--- src/rtl/regfile_pkg.sv ---
// rtl/regfile_pkg.sv - shared register-file constants, write-request type and one-hot helper
package regfile_pkg;

    localparam int XLEN       = 64;
    localparam int REG_ADDR_W = 5;
    localparam int NUM_REGS   = 32;

    localparam logic [REG_ADDR_W-1:0] ZERO_REG = 5'd0;

    typedef struct packed {
        logic [REG_ADDR_W-1:0] rd;
        logic [XLEN-1:0]       data;
    } wr_req_t;

    // One-hot mask of a register address, used for the hazard mask.
    function automatic logic [NUM_REGS-1:0] reg_onehot(input logic [REG_ADDR_W-1:0] addr);
        logic [NUM_REGS-1:0] mask;
        mask       = '0;
        mask[addr] = 1'b1;
        return mask;
    endfunction

endpackage

--- src/rtl/regfile_write_arbiter_rr_arbiter.sv ---
// rtl/regfile_write_arbiter_rr_arbiter.sv - one-hot grant arbiter, round-robin or fixed priority (REGWR_ARB_FIXED_PRIO_EN)
module rr_arbiter #(
    parameter int NUM_REQ = 2
) (
    input  logic               clk,
    input  logic               rst,
    input  logic               hold,
    input  logic [NUM_REQ-1:0] req,
    output logic [NUM_REQ-1:0] grant
);

    // No grant may be issued while in reset or while the consumer holds us off.
    logic allow;
    assign allow = !rst && !hold;

`ifdef REGWR_ARB_FIXED_PRIO_EN

    logic found;

    // Lowest requesting index wins; there is no rotation state.
    always_comb begin
        grant = '0;
        found = 1'b0;
        for (int i = 0; i < NUM_REQ; i++) begin
            if (allow && !found && req[i]) begin
                found    = 1'b1;
                grant[i] = 1'b1;
            end
        end
    end

`else

    localparam int PTR_W = (NUM_REQ > 1) ? $clog2(NUM_REQ) : 1;
    localparam int SUM_W = PTR_W + 1;
    localparam logic [PTR_W-1:0] LAST = PTR_W'(NUM_REQ - 1);

    logic [PTR_W-1:0] ptr;
    logic [PTR_W-1:0] gidx;
    logic [PTR_W-1:0] cand;
    logic [SUM_W-1:0] sum;
    logic             found;

    // Scan from ptr upward, wrapping modulo NUM_REQ; first valid requester wins.
    always_comb begin
        grant = '0;
        gidx  = ptr;
        found = 1'b0;
        sum   = '0;
        cand  = '0;
        for (int i = 0; i < NUM_REQ; i++) begin
            sum = {1'b0, ptr} + SUM_W'(i);
            if (sum >= SUM_W'(NUM_REQ)) begin
                sum = sum - SUM_W'(NUM_REQ);
            end
            cand = sum[PTR_W-1:0];
            if (allow && !found && req[cand]) begin
                found       = 1'b1;
                grant[cand] = 1'b1;
                gidx        = cand;
            end
        end
    end

    // Pointer moves just past the winner; it holds when nobody is granted.
    always_ff @(posedge clk) begin
        if (rst) begin
            ptr <= '0;
        end else if (found) begin
            ptr <= (gidx == LAST) ? '0 : gidx + 1'b1;
        end
    end

`endif

endmodule

--- src/rtl/regfile_write_arbiter.sv ---
// rtl/regfile_write_arbiter.sv - shares the register-file write port between requesters; REGWR_ARB_FIXED_PRIO_EN selects fixed priority
import regfile_pkg::*;

module regfile_write_arbiter #(
    parameter int NUM_REQ = 2,
    parameter int CNT_W   = 32
) (
    input  logic                          clk,
    input  logic                          rst,
    input  logic                          hold,
    input  logic [NUM_REQ-1:0]            req_valid,
    output logic [NUM_REQ-1:0]            req_ready,
    input  logic [NUM_REQ*REG_ADDR_W-1:0] req_rd,
    input  logic [NUM_REQ*XLEN-1:0]       req_data,
    output logic                          RegWrite,
    output logic [REG_ADDR_W-1:0]         WriteReg,
    output logic [XLEN-1:0]               WriteData,
    output logic [NUM_REGS-1:0]           pending_mask,
    output logic [CNT_W-1:0]              commit_count,
    output logic [CNT_W-1:0]              drop_count
);

    logic [NUM_REQ-1:0] grant;
    wr_req_t            sel;
    logic               xfer;

    rr_arbiter #(
        .NUM_REQ (NUM_REQ)
    ) u_arb (
        .clk   (clk),
        .rst   (rst),
        .hold  (hold),
        .req   (req_valid),
        .grant (grant)
    );

    // The arbiter only grants valid requesters, so a grant is a transfer.
    assign req_ready = grant;
    assign xfer      = |grant;

    // Select the granted requester's destination and data from the one-hot grant.
    always_comb begin
        sel = '0;
        for (int i = 0; i < NUM_REQ; i++) begin
            if (grant[i]) begin
                sel.rd   = req_rd[i*REG_ADDR_W +: REG_ADDR_W];
                sel.data = req_data[i*XLEN +: XLEN];
            end
        end
    end

    // Hazard logic sees the register currently being written, nothing otherwise.
    assign pending_mask = RegWrite ? reg_onehot(WriteReg) : '0;

    // One-entry output register plus commit/drop accounting; x0 writes are swallowed.
    always_ff @(posedge clk) begin
        if (rst) begin
            RegWrite     <= 1'b0;
            WriteReg     <= '0;
            WriteData    <= '0;
            commit_count <= '0;
            drop_count   <= '0;
        end else begin
            if (xfer) begin
                WriteReg  <= sel.rd;
                WriteData <= sel.data;
                RegWrite  <= (sel.rd != ZERO_REG);
                if (sel.rd == ZERO_REG) begin
                    drop_count <= drop_count + CNT_W'(1);
                end
            end else begin
                RegWrite <= 1'b0;
            end
            if (RegWrite) begin
                commit_count <= commit_count + CNT_W'(1);
            end
        end
    end

endmodule

--- config.mk ---
export PLATFORM = sky130hd
export DESIGN_NAME = regfile_write_arbiter
export DESIGN_NICKNAME = d
export VERILOG_FILES = /design/src/rtl/regfile_pkg.sv /design/src/rtl/regfile_write_arbiter_rr_arbiter.sv /design/src/rtl/regfile_write_arbiter.sv
export SDC_FILE = /design/constraint.sdc
export NUM_CORES = 1
export LEC_CHECK = 0
export CAP_MARGIN = 10
export CORE_MARGIN = 2
export CORE_UTILIZATION = 40
export DETAILED_ROUTE_END_ITERATION = 10
export GPL_TIMING_DRIVEN = 0
export PLACE_DENSITY = 0.8
export SYNTH_ARGS = -nofsm -noshare
export SYNTH_HDL_FRONTEND = slang
export SYNTH_SLANG_ARGS = --single-unit
--- constraint.sdc ---
create_clock -name clk -period 3.2 [get_ports clk]
set_input_delay 0.64 -clock clk [delete_from_list [all_inputs] [get_ports clk]]
set_output_delay 0.64 -clock clk [all_outputs]
set_load 0.02 [all_outputs]
==> metrics.md, run 1 <==
| Metric | Value |
|---|---|
| Layout fillers | ~1300 |
| Post-Place Cells | ~1200 |
| Clock latency on the worst-skew pair | between 0.4 and 0.5 ns |
| Leak | between 3 and 4 nW |
| Most area-consuming cells after synthesis | dfxtp_1 (44%), nor2_1 (6.9%), mux2i_1 (4.2%) |
| Dominant combinational cell family by area after synthesis | simple AND/OR/NAND/NOR gates |
| Seq/Total Area, Yosys | 44.1% |
| Post-synth top area share | between 40% and 50% |
| Slowest cell on crit path | clkdlybuf4s50_1 |
| Setup Buffers After CTS | 0 |
| TritonCTS buffer count | 17 |
| Mux contribution to synthesized area | under 10% |
| RSZ-0062 raised after global routing | false |
| Max-slew violations | 0 |
| Crit Path Class | in -> out |
| Post-route DRC | 0 |
| Final GP Congestion | 0.836 |
| Cell-by-cell trace of the critical path | clkdlybuf4s50_1 > nor2_4 > nand3_4 > inv_4 > clkdlybuf4s50_1 |
| Die H | approximately 130 um |
| Largest net degree at the start of global routing | 17 |
| Reg2Reg Depth | 5 |
| Endpoint class of the critical path | output pin |
| Rows | 45 |
| Core area | roughly 0.015 mm2 |
| HP Class | reg -> reg |
| CTS root buf | clkbuf_16 |
| Final wirelength | ~22000 um |
| Synth Area in Compound Gates | around 16% |
| Grt ovf | 0 |
| Worst slew pin tran | roughly 0.6 ns |
| Crit path required time | 2.56 ns |
| Max-Cap Viols | 0 |
| Worst path depth | 5 |
| Period utilisation layout | a little over nine tenths |
| Buf/Inv on CP | 3 |
| First-pass GRT wire length | 33400 um |
| Ant. Diodes | 0 |
| Remaining antenna violation count | 0 |
| Final Critical Period | 3.10 ns |
| Max Clk Rate | roughly 0.32 GHz |
| Number of global-route vias before repair | around 6200 |
| IO buf count | approximately 300 |
| WP data arrival | ~2.5 ns |
| Synthesis Warnings | 0 |
| Top cell by count, worst path | clkdlybuf4s50_1 |
| Slowest cell delay on critical path | approximately 0.64 ns |
| Clock buffer depth | 2 |
| Avg Inst Size Synth | 8.49 um2 |
| Setup TNS | 0 ns |
| Most frequent cells in the layout | clkdlybuf4s50_1 (308), dfxtp_1 (134), nor2_1 (112), nand2_1 (60), o21ai_0 (44) |
| Maximum vdd drop | approximately 0.00039 V |
| Total GRT Usage | about a quarter |
| Status | finished clean |
| Mean routed wirelength per cell | approximately 18 um |
| Cells after Synth | roughly 720 |
| RR Startpoint | drop_count[4] |
| Clock-pin slew on the worst setup and hold paths | 0.06 ns |
| # IOs | roughly 310 |
| #FFs+latches synth | between 100 and 150 |
| Crit path max fanout | 16 |
| Final setup fails | 0 |
| Commonest non-fill, non-tap cell in the layout | clkdlybuf4s50_1 |
| Rel. slew slack | 59.7% |
| Layout cells sized above 1 | 4.90% |
| Pre-CTS setup slack | -0.680 ns |
| Multi-input gate area | 0.00319 mm2 |
| Vias | just under 7000 |
| FF-to-FF setup slack | approximately 0.75 ns |
| Fin nets | roughly 1200 |
| PD cells | approximately 440 mW/mm2 |
| Initial DRC count | between 400 and 500 |
| Skew final | about 0.0078 ns |
| Synth Area in XOR/XNOR | under 10% |
| CP startpoint kind | primary input |
| Initial antenna violation count | 0 |
| Final hold vios | 0 |
| Cell Area, Synth | 0.00612 mm2 |
| TritonCTS clock tree | done |
| Post-Synth Simple-Gate Area | between 20% and 30% |
| Starting Density | 40.6% |
| Worst Setup EP | req_ready[1] |
| DP HPWL | 16700 um |
| Largest area contributor in the netlist | dfxtp_1 |
| Clock sinks | between 100 and 150 |
| DIE AREA | between 0.015 and 0.02 mm2 |
| Adder-Cell Fraction of Synth Area | less than 1% |
| Cell family with most CP delay | buffers and inverters |
| Register area | roughly 0.0027 mm2 |
| Worst Setup SP | hold |
| Final worst slack | 0.0971 ns |
| Area Overhead vs Synth | 64.6% |
| Hold_buf cts | 0 |
| Die Width | about 130 um |
| Hold Slack | about 0.5 ns |
| Vias per cell | approximately 5.4 |
| Cell variety after synth | between 40 and 50 |
| Drt pass-1 iters | 7 |
| FF-to-FF End | drop_count[30] |
| Syn_nets | between 800 and 900 |
| Final Non-Filler Cells | between 1000 and 1500 |
| H-tree depth | 4 |
[worst min path at each step]
stage          cells after the start       endpoint     startpoint  slack (ns)
2_1_floorplan                      1      u_arb.ptr      u_arb.ptr        0.48
3_3_place_gp                       2  WriteData[59]  WriteData[59]        0.47
3_5_place_dp                       2  WriteData[44]  WriteData[44]        0.48
4_1_cts                            2  WriteData[42]  WriteData[42]        0.49
5_1_grt                            2  WriteData[42]  WriteData[42]        0.51
6_report                           2  WriteData[38]  WriteData[38]        0.49
[cells in the mapped netlist, drive strengths merged]
cell	n
mux2i	26
nand2b	1
a21oi	34
or2	1
and4	6
xnor2	20
nor2b	2
and2	5
dfxtp	135
a222oi	25
inv	12
a311oi	19
nand3	21
nand3b	30
buf	6
o21a	1
mux2	1
o2bb2ai	1
nand2	60
a21boi	1
a211oi	1
or4	16
nor3	8
nor4	9
nand4b	2
a21bo	1
or3b	3
a32oi	1
nor2	113
o21ai	44
clkbuf	46
or3	17
ha	2
xor2	9
o31ai	15
nand4	18
a31o	1
and3	8
[power by group]
part           switching (W)  leakage, nW  internal [W]
clock               0.000783        0.270       0.00122
combinational       0.000277         1.97      0.000327
sequential         0.0000394         1.10       0.00174
[worst min-delay path, delay by kind of cell, from the launching register on]
family             cells  cell delay (ns)
DFF                    1             0.32
and+or+nand+nor        1             0.07
AOI/OAI and AO/OA      1             0.06
[metrics by stage]
stage / util [%] / total power [W] / area [um2]
5_1_grt: 66.8 / 0.00454 / 10100
6_report: 66.8 / 0.00439 / 10100
4_1_cts: 66.8 / 0.00441 / 10100
2_1_floorplan: - / 0.00205 / 6120
3_5_place_dp: 62.7 / 0.00241 / 9460
3_3_place_gp: 62.6 / 0.00241 / 9450
[layer usage]
layer  wire length, um  part of all wire, %  vias to the layer above  track usage [%]
li1                  -                    -                     3286                -
met1              9250                   42                     3140             32.6
met2             10700                   49                      268             42.5
met3              1320                  6.0                       50             7.18
met4               768                  3.5                        0             11.5
met5                 0                    0                        -                0
[repair_timing]
item	in CTS	in global routing
pin swaps	1	0
resized for setup	8	1
endpoints found under the setup margin	10	8
[sequential cells by signal, summed over array words and instances (netlist names)]
signal and flops:
WriteData 64, commit_count 32, drop_count 32, RegWrite 1, WriteReg 5, u_arb.ptr 1
[cell type report]
cell class                 instances  share of cell area, %
buffer                            50                   2.00
clock buffer                      17                   4.22
clock inverter                    15                   1.76
inverter                          12                  0.472
multi-input combinational        522                   31.7
sequential                       135                   26.8
tap                              188                   2.33
timing repair buffer             310                   30.7
[logic make-up after synthesis]
family          after synthesis
mux                          27
compound gates              144
flops                       135
simple gates                320
buf+inv                      64
fa+ha+maj                     2
xor+xnor                     29
(Power assumes the default switching activity.)
==> inputs of run 2 (changes only) <==
- REMOVE_ABC_BUFFERS: default -> 1
==> run 2 against run 1 <==
Die area unchanged. Worst hold slack worse by 0.0036 ns. Combinational power about the same. Highest routed layer unchanged. Clock skew up 0.0026 ns. Critical path type unchanged. First-iteration DRC count down 21%. Setup slack better by 0.085 ns. Flip-flop and latch count unchanged. Sequential power about the same.
==> metrics.md, run 2 (synthesized netlist as in run 1, its figures left out) <==
| Metric | Value |
|---|---|
| Remaining antenna violation count | 0 |
| Grt ovf | 0 |
| First-pass GRT wire length | ~33000 um |
| TritonCTS clock tree | done |
| # IOs | just over 300 |
| CTS root buf | clkbuf_16 |
| Largest register FFs | between 60 and 70 |
| Period utilisation layout | between 90% and 100% |
| H-tree depth | 4 |
| TritonCTS buffer count | 17 |
| Leak | between 3 and 4 nW |
| Area Overhead vs Synth | 65.3% |
| Max-slew violations | 0 |
| CP startpoint kind | primary input |
| Number of global-route vias before repair | about 6200 |
| Final hold vios | 0 |
| FF-to-FF setup slack | 0.61 ns |
| Crit path max fanout | 80 |
| Most frequent cells in the layout | clkdlybuf4s50_1 (306), dfxtp_1 (135), nor2_1 (112), nand2_1 (60), o21ai_0 (43) |
| Largest net degree at the start of global routing | between 80 and 90 |
| RR Startpoint | drop_count[4] |
| IO buf count | 310 |
| Depth of the worst hold-timing path | 2 |
| HP Class | reg -> reg |
| Post-route DRC | 0 |
| Fin nets | between 1000 and 1500 |
| Max Clk Rate | 0.331 GHz |
| Final Critical Period | approximately 3 ns |
| Crit path required time | 2.56 ns |
| DP HPWL | 15000 um |
| WP data arrival | around 2.4 ns |
| Clock latency on the worst-skew pair | approximately 0.41 ns |
| Mean routed wirelength per cell | 17.6 um |
| Die Width | around 130 um |
| Initial antenna violation count | 1 |
| Rel. slew slack | between 50% and 60% |
| Hold_sp | WriteData[35] |
| Skew final | ~0.010 ns |
| DIE AREA | around 0.016 mm2 |
| Reg2Reg Depth | 5 |
| Clock-pin slew on the worst setup and hold paths | 0.06 ns |
| Total GRT Usage | between 20% and 30% |
| Max-Cap Viols | 0 |
| Layout cells sized above 1 | under 10% |
| Die H | roughly 130 um |
| Final GP Congestion | 0.820 |
| Vias | ~6600 |
| Rows | 45 |
| FF-to-FF End | drop_count[31] |
| Status | finished clean |
| Worst Hold Path EP | WriteData[35] |
| Final wirelength | 21300 um |
| Starting Density | 40.6% |
| Top Registers | WriteData x64, commit_count x32, drop_count x32 |
| Maximum vdd drop | 0.000394 V |
| Core area | 0.0151 mm2 |
| Setup TNS | 0 ns |
| Crit Path Class | in -> out |
| Clock sinks | roughly 140 |
| Drt pass-1 iters | 8 |
| Worst slew pin tran | 0.645 ns |
| Vias per cell | around 5.4 |
| Clock buffer depth | 2 |
| Register with the most flip-flops | WriteData |
| Endpoint class of the critical path | output pin |
| RSZ-0062 raised after global routing | false |
| PD cells | 442 mW/mm2 |
| Commonest non-fill, non-tap cell in the layout | clkdlybuf4s50_1 |
| Total chip power | 0.00447 W |
| Initial DRC count | roughly 390 |
| Final setup fails | 0 |
[run 2: worst max-delay path, cell delays in order]
cell,delay (ns)
buf_4,0.49
buf_16,0.36
nor2_4,0.09
nand3_4,0.29
inv_16,0.11
dlygate4sd2_1,0.34
[run 2: worst max-delay path by stage]
stage / start / to / slack [ns] / cells after the start
2_1_floorplan: req_valid[0] / WriteData[0] / -1.55 / 2
3_5_place_dp: rst / req_ready[1] / -1.54 / 6
4_1_cts: req_valid[0] / req_ready[0] / 0.007 / 5
6_report: rst / req_ready[1] / 0.18 / 6
5_1_grt: rst / req_ready[1] / 0.05 / 6
3_3_place_gp: rst / WriteReg[3] / -6.05 / 5
[run 2: stage by stage]
stage	hold WS, ns	util [%]	setup slack, ns	cell area, um2	instances
finish	0.489	67.1	0.182	10100	1211
global route	0.515	67.1	0.0463	10100	1211
CTS	0.491	66.9	0.00686	10100	1209
detailed placement	0.476	62.2	-1.54	9380	1172
global placement	0.462	61.4	-6.05	9260	1167
floorplan	0.475	-	-1.55	5920	669
[run 2: cell type report]
class                   instances  area, um2
inverters                      12       61.3
clock inverters                12        175
repair inverters                2       17.5
fillers                      1197       4970
clock buffers                  20        457
diodes                          1       2.50
well taps                     188        235
repair buffers                318       3250
flip-flops and latches        135       2700
multi-input cells             523       3220
[run 2: where the power goes]
group	internal, W	leakage (nW)	switching, W
clock network	0.00135	0.314	0.000741
registers	0.00174	1.10	0.0000418
logic	0.000335	2.00	0.000269
total	0.00342	3.41	0.00105
[run 2: layer usage]
| metal | wire length (um) | track usage [%] | vias up |
|---|---|---|---|
| li1 | - | - | 3225 |
| met1 | 8060 | 29.0 | 3054 |
| met2 | 10700 | 44.7 | 258 |
| met3 | 2060 | 10.6 | 25 |
| met4 | 441 | 7.30 | 0 |
| met5 | 0 | 0 | - |
[run 2: what timing repair did]
item,CTS,global route
setup endpoints to repair,71,7
pin swaps,3,0
buffers inserted,2,0
gates resized for setup,12,1
cloned,3,0
hold buffers,0,0
